<file path="config.mk">
export PLATFORM = sky130hd
export DESIGN_NAME = gray_fifo_ptr
export DESIGN_NICKNAME = d
export VERILOG_FILES = /design/src/rtl/gray_fifo_pkg.sv /design/src/rtl/gray_fifo_ptr_sync.sv /design/src/rtl/gray_fifo_ptr.sv
export SDC_FILE = /design/constraint.sdc
export NUM_CORES = 1
export LEC_CHECK = 0
export BUFFER_PORTS_ARGS = -buffer_cell sky130_fd_sc_hd__buf_2
export CAP_MARGIN = 20
export CORE_MARGIN = 2
export CORE_UTILIZATION = 40
export DETAILED_ROUTE_END_ITERATION = 16
export HOLD_SLACK_MARGIN = 0.08
export MAX_ROUTING_LAYER = met4
export PLACE_DENSITY_LB_ADDON = 0.12
export SLEW_MARGIN = 40
export SYNTH_ARGS = -nofsm -noshare
export SYNTH_HDL_FRONTEND = slang
export SYNTH_SLANG_ARGS = --single-unit
</file>
<file path="constraint.sdc">
create_clock -name clk -period 4.5 [get_ports clk]
set_input_delay 0.225 -clock clk [delete_from_list [all_inputs] [get_ports clk]]
set_output_delay 0.225 -clock clk [all_outputs]
set_load 0.05 [all_outputs]
</file>
<file path="src/rtl/gray_fifo_pkg.sv">
// Shared types and Gray-code helpers for the asynchronous FIFO pointer engines.
// Helpers take an explicit width so one definition serves every pointer size.
package gray_fifo_pkg;

    typedef enum logic {
        RD_SIDE = 1'b0,
        WR_SIDE = 1'b1
    } ptr_mode_e;

    localparam int MAX_W = 32;

    function automatic logic [MAX_W-1:0] bin2gray(input logic [MAX_W-1:0] b, input int w);
        logic [MAX_W-1:0] bm;
        bm = '0;
        for (int i = 0; i < MAX_W; i++) begin
            if (i < w) begin
                bm[i] = b[i];
            end
        end
        return bm ^ (bm >> 1);
    endfunction

    // Binary bit i is the XOR of all Gray bits at or above i.
    function automatic logic [MAX_W-1:0] gray2bin(input logic [MAX_W-1:0] g, input int w);
        logic [MAX_W-1:0] b;
        logic             acc;
        b   = '0;
        acc = 1'b0;
        for (int i = MAX_W - 1; i >= 0; i--) begin
            if (i < w) begin
                acc  = acc ^ g[i];
                b[i] = acc;
            end
        end
        return b;
    endfunction

endpackage

</file>
<file path="src/rtl/gray_fifo_ptr_sync.sv">
// Multi-bit flop chain carrying the remote Gray pointer into the local clock domain.
// Kept as its own module so CDC constraints can target it by name.
module gray_sync #(
    parameter int W      = 5,
    parameter int STAGES = 2
) (
    input  logic         clk,
    input  logic         rst_n,
    input  logic [W-1:0] d,
    output logic [W-1:0] q
);

    logic [W-1:0] stage_reg [STAGES];

    always_ff @(posedge clk) begin
        if (!rst_n) begin
            stage_reg[0] <= '0;
        end else begin
            stage_reg[0] <= d;
        end
    end

    generate
        for (genvar gi = 1; gi < STAGES; gi++) begin : g_stage
            always_ff @(posedge clk) begin
                if (!rst_n) begin
                    stage_reg[gi] <= '0;
                end else begin
                    stage_reg[gi] <= stage_reg[gi-1];
                end
            end
        end
    endgenerate

    assign q = stage_reg[STAGES-1];

endmodule

</file>
<file path="src/rtl/gray_fifo_ptr.sv">
// One side of an asynchronous FIFO: local binary/Gray pointer, synchronised remote
// pointer, and registered full/empty, almost and fill-level status.
module gray_fifo_ptr
    import gray_fifo_pkg::*;
#(
    parameter int ADDR_W      = 4,
    parameter int MODE        = 1,
    parameter int SYNC_STAGES = 2,
    parameter int ALMOST_TH   = 2
) (
    input  logic              clk,
    input  logic              rst_n,
    input  logic              inc_en,
    output logic              inc_ack,
    input  logic [ADDR_W:0]   remote_gray_in,
    output logic [ADDR_W-1:0] addr_out,
    output logic [ADDR_W:0]   gray_ptr_out,
    output logic [ADDR_W:0]   remote_bin_out,
    output logic [ADDR_W:0]   level_out,
    output logic              flag_out,
    output logic              almost_out
);

    localparam int        PTR_W    = ADDR_W + 1;
    localparam int        DEPTH    = 2 ** ADDR_W;
    localparam ptr_mode_e SIDE     = (MODE != 0) ? WR_SIDE : RD_SIDE;
    localparam logic      RST_FLAG = (SIDE == RD_SIDE);

    logic [PTR_W-1:0] ptr_bin_reg;
    logic [PTR_W-1:0] gray_reg;
    logic [PTR_W-1:0] remote_bin_reg;
    logic [PTR_W-1:0] level_reg;
    logic             flag_reg;
    logic             almost_reg;

    logic [PTR_W-1:0] bin_next;
    logic [PTR_W-1:0] gray_next;
    logic [PTR_W-1:0] rsync_gray;
    logic [PTR_W-1:0] rsync_bin;
    logic [PTR_W-1:0] level_next;
    logic             flag_next;
    logic             almost_next;

    gray_sync #(
        .W      (PTR_W),
        .STAGES (SYNC_STAGES)
    ) u_sync (
        .clk   (clk),
        .rst_n (rst_n),
        .d     (remote_gray_in),
        .q     (rsync_gray)
    );

    assign inc_ack   = inc_en & ~flag_reg;
    assign bin_next  = ptr_bin_reg + PTR_W'(inc_ack);
    assign gray_next = PTR_W'(bin2gray(MAX_W'(bin_next), PTR_W));
    assign rsync_bin = PTR_W'(gray2bin(MAX_W'(rsync_gray), PTR_W));

    // Status is computed from bin_next so an accepted increment is reflected at its own edge.
    always_comb begin
        level_next  = '0;
        flag_next   = RST_FLAG;
        almost_next = RST_FLAG;
        if (SIDE == WR_SIDE) begin
            level_next  = bin_next - rsync_bin;
            flag_next   = (level_next == PTR_W'(DEPTH));
            almost_next = (level_next >= PTR_W'(DEPTH - ALMOST_TH));
        end else begin
            level_next  = rsync_bin - bin_next;
            flag_next   = (level_next == '0);
            almost_next = (level_next <= PTR_W'(ALMOST_TH));
        end
    end

    always_ff @(posedge clk) begin
        if (!rst_n) begin
            ptr_bin_reg    <= '0;
            gray_reg       <= '0;
            remote_bin_reg <= '0;
            level_reg      <= '0;
            flag_reg       <= RST_FLAG;
            almost_reg     <= RST_FLAG;
        end else begin
            ptr_bin_reg    <= bin_next;
            gray_reg       <= gray_next;
            remote_bin_reg <= rsync_bin;
            level_reg      <= level_next;
            flag_reg       <= flag_next;
            almost_reg     <= almost_next;
        end
    end

    assign addr_out       = ptr_bin_reg[ADDR_W-1:0];
    assign gray_ptr_out   = gray_reg;
    assign remote_bin_out = remote_bin_reg;
    assign level_out      = level_reg;
    assign flag_out       = flag_reg;
    assign almost_out     = almost_reg;

endmodule

</file>
==> parameters.txt <==
Parameter                              Value

STA
  Fin. Hold Viols    0
  Clock tree skew after final layout    0.00612 ns
  Tightest hold margin    approximately 0.097 ns
  Top achievable clock speed    roughly 340 MHz
  Crit path time final    2.95 ns
  Slew at the pin closest to its max-slew limit    0.524 ns
  # setup viols final    0
  Portion of the clock cycle consumed by the worst path in the final layout    between 60% and 70%
  Accumulated negative setup slack    0 ns
  Worst slew margin relative to its limit    between 60% and 70%
  Unrepaired setup endpoints after global routing    no
  Number of max-slew violations in the final report    0

Yosys
  Async SR Flop Fraction    0%
  Flip-flop cell with the highest count after synthesis    sky130_fd_sc_hd__dfxtp_1
  Most instantiated library cell after synthesis    sky130_fd_sc_hd__dfxtp_1
  Post-synth cell types    31
  Post-synthesis instance total    ~110
  Part of the Yosys area used for sequential elements    just over 50%
  Leading post-synthesis cells by instance count    sky130_fd_sc_hd__dfxtp_1 (31), sky130_fd_sc_hd__and2_1 (14), sky130_fd_sc_hd__nor2_1 (14), sky130_fd_sc_hd__inv_1 (6)
  Syn avg cell area    11.1 sq um
  Total nets after synthesis    about 120
  Largest area contributor in the synthesized netlist    sky130_fd_sc_hd__dfxtp_1
  Cell area after synthesis    around 1200 sq um
  Area fraction of the dominant cell type after synthesis    51.7%
  Number of register bits inferred by synthesis    31
  Main area contributors after synthesis    sky130_fd_sc_hd__dfxtp_1 (52%), sky130_fd_sc_hd__and2_1 (7.3%), sky130_fd_sc_hd__ha_1 (5.2%)
  Synthesis Warnings    0
  Count of flip-flops with a built-in enable after synthesis    0

Status
  Violated checks    DRC
  Run status    complete, but fails checks

Die
  Area enclosed by the die boundary    roughly 3500 sq um
  Width of the die    just under 60 um
  Core area    roughly 2800 sq um
  Number of rows created at floorplan    19
  Die Y    between 50 and 60 um
  Number of top-level pins    30
  Starting density of the core    42.8%

Cells and area
  Final layout net count    roughly 160
  Number of inserted filler cells in the final layout    around 270
  Layout Utilization    51.7%
  Layout overhead on the synthesized area    20.6%
  Share of final-layout standard cells stronger than drive strength 1    a little under a third
  Number of inserted diodes    0
  Number of standard cells in the final layout excluding fillers    roughly 170
  Max FFs per register    10

Clock network
  Maximum root-to-sink buffer count    2
  TritonCTS clock tree    yes
  CTS root buffer    sky130_fd_sc_hd__clkbuf_4
  # H-tree levels    2
  Buffer count from post-CTS setup fixing    0
  CTS Hold Buffers Added    0
  Post-cts sizing count    0
  Inserted Clock Buffers    5
  Latest clock arrival within the worst-skew pair    approximately 0.32 ns
  # clock sinks    31
  Clock transition time at the flip-flop clock pins of the worst setup and hold paths    ~0.09 ns

Power
  Leak    between 0.7 and 0.8 nW
  Overall power after layout    roughly 0.0007 W
  Total power per unit cell area    between 400 and 500 nW/um^2
  Worst vdd ir    around 230 uV

Hold path
  Endpoint of the worst hold-timing path    u_sync.stage_reg[0][0]
  Hold crit path type    primary input to flop
  Hold path depth    2
  Hold path startpoint    remote_gray_in[0]

Critical path
  Reg-to-reg startpoint    u_sync.stage_reg[1][4]
  Worst Path Class, Setup    flop to flop
  Worst-path cell chain    xnor3_2 -> xor2_1 -> xnor2_1 -> ha_1 -> fa_1 -> xnor3_4 -> nand3b_1 -> a211oi_2
  Crit path capture type    flop
  Worst Reg2Reg Path Length in Cells    8
  Data arrival time of the worst path    ~3.2 ns
  Required @ worst endpoint    about 4.8 ns
  Worst reg2reg path endpoint    flag_out
  Highest fanout seen on the critical path    9
  Stage delay of the slowest cell on the critical path    approximately 0.47 ns
  Startpoint type of the worst setup path    flop
  Cell with the biggest individual delay on the critical path    sky130_fd_sc_hd__xnor3_2
  Setup slack of the most critical reg-to-reg path    between 1.5 and 2 ns

Global route
  Number of antenna violations at the first check in global routing    0
  Pin count of the biggest net entering global routing    17
  First-pass GRT wire length    ~3.4 mm
  Overflow left after global routing    0
  Via count of the first global-routing pass    slightly below 800
  Total global routing track utilization    around 15%

Placement
  # port buffers    29
  HPWL reported at the end of detailed placement    ~1.4 mm
  Final estimated routing congestion in global placement    just over 0.7
  Cell count after placement    about 170

Route
  Detailed Routing Iterations Pass 1    10
  Wirelength per Cell    11.7 um
  Total detailed-routing wirelength    around 2.0 mm
  Vias per inst    between 4 and 5
  Detailed Route Iter0 Violations    20
  Residual antenna-violating net count after detailed routing    0
  Residual DRC count    3
  Via count of the routed design    818

Job
  Number of max-cap violations    0
## logic make-up after synthesis
kind of cell	synth area share, %
fa+ha+maj	6.88
xor+xnor	13.0
compound gates	9.17
simple gates	16.4
flops	51.7
buf+inv	2.92
## how the worst max path moves through the flow
| stage | start | to | slack (ns) | depth (start not counted) |
|---|---|---|---|---|
| 4_1_cts | u_sync.stage_reg[1][4] | flag_out | 1.57 | 8 |
| 2_1_floorplan | flag_out | flag_out | 1.34 | 8 |
| 5_1_grt | u_sync.stage_reg[1][4] | flag_out | 1.36 | 8 |
| 3_5_place_dp | u_sync.stage_reg[1][4] | flag_out | 1.59 | 8 |
| 6_report | u_sync.stage_reg[1][4] | flag_out | 1.55 | 8 |
| 3_3_place_gp | u_sync.stage_reg[1][4] | flag_out | 1.72 | 8 |
## critical path, delay by kind of cell (launching register included)
family | cells | cell delay (ns)
xor gates and xnor gates | 4 | 1.43
AOI/OAI and AO/OA | 1 | 0.20
and+or+nand+nor | 1 | 0.18
adders and majority gates | 2 | 0.62
DFF | 1 | 0.42
## cell usage in the layout (no fill, tap or decap), types with 2 or more instances in the layout
cell                        n
sky130_fd_sc_hd__and2_1    14
sky130_fd_sc_hd__buf_2     29
sky130_fd_sc_hd__clkbuf_4   5
sky130_fd_sc_hd__clkbuf_8   2
sky130_fd_sc_hd__dfxtp_1   31
sky130_fd_sc_hd__ha_1       5
sky130_fd_sc_hd__inv_1      6
sky130_fd_sc_hd__nand2_1    2
sky130_fd_sc_hd__nand3_1    2
sky130_fd_sc_hd__nor2_1    14
sky130_fd_sc_hd__nor2b_1    2
sky130_fd_sc_hd__o211ai_1   2
sky130_fd_sc_hd__xnor2_1    5
sky130_fd_sc_hd__xor2_1     3
## report_power, final
part / switching [W] / total (W) / internal, W
logic: 0.000151 / 0.000226 / 0.0000745
registers: 0.00000771 / 0.000309 / 0.000302
clock network: 0.0000874 / 0.000179 / 0.0000918
## layout make-up
type | count | area, sq um | share of cell area, %
well taps | 31 | 38.8 | 2.68
multi-input cells | 68 | 553 | 38.2
inverters | 6 | 22.5 | 1.55
flip-flops and latches | 31 | 621 | 42.8
repair buffers | 29 | 145 | 10.0
clock buffers | 8 | 68.8 | 4.75
## metal layers
metal / track usage [%] / vias up / wire (um)
li1: - / 421 / -
met1: 16.4 / 371 / 849
met2: 22.1 / 21 / 1020
met3: 6.59 / 5 / 113
met4: 6.82 / 0 / 47
met5: - / - / 0
## per-stage QoR
stage	instance area, sq um	setup slack [ns]
final	1450	1.55
after detailed placement	1370	1.59
after global routing	1450	1.36
after floorplan	1200	1.34
after global placement	1370	1.72
after CTS	1440	1.57
Power figures use the tool's default switching activity.
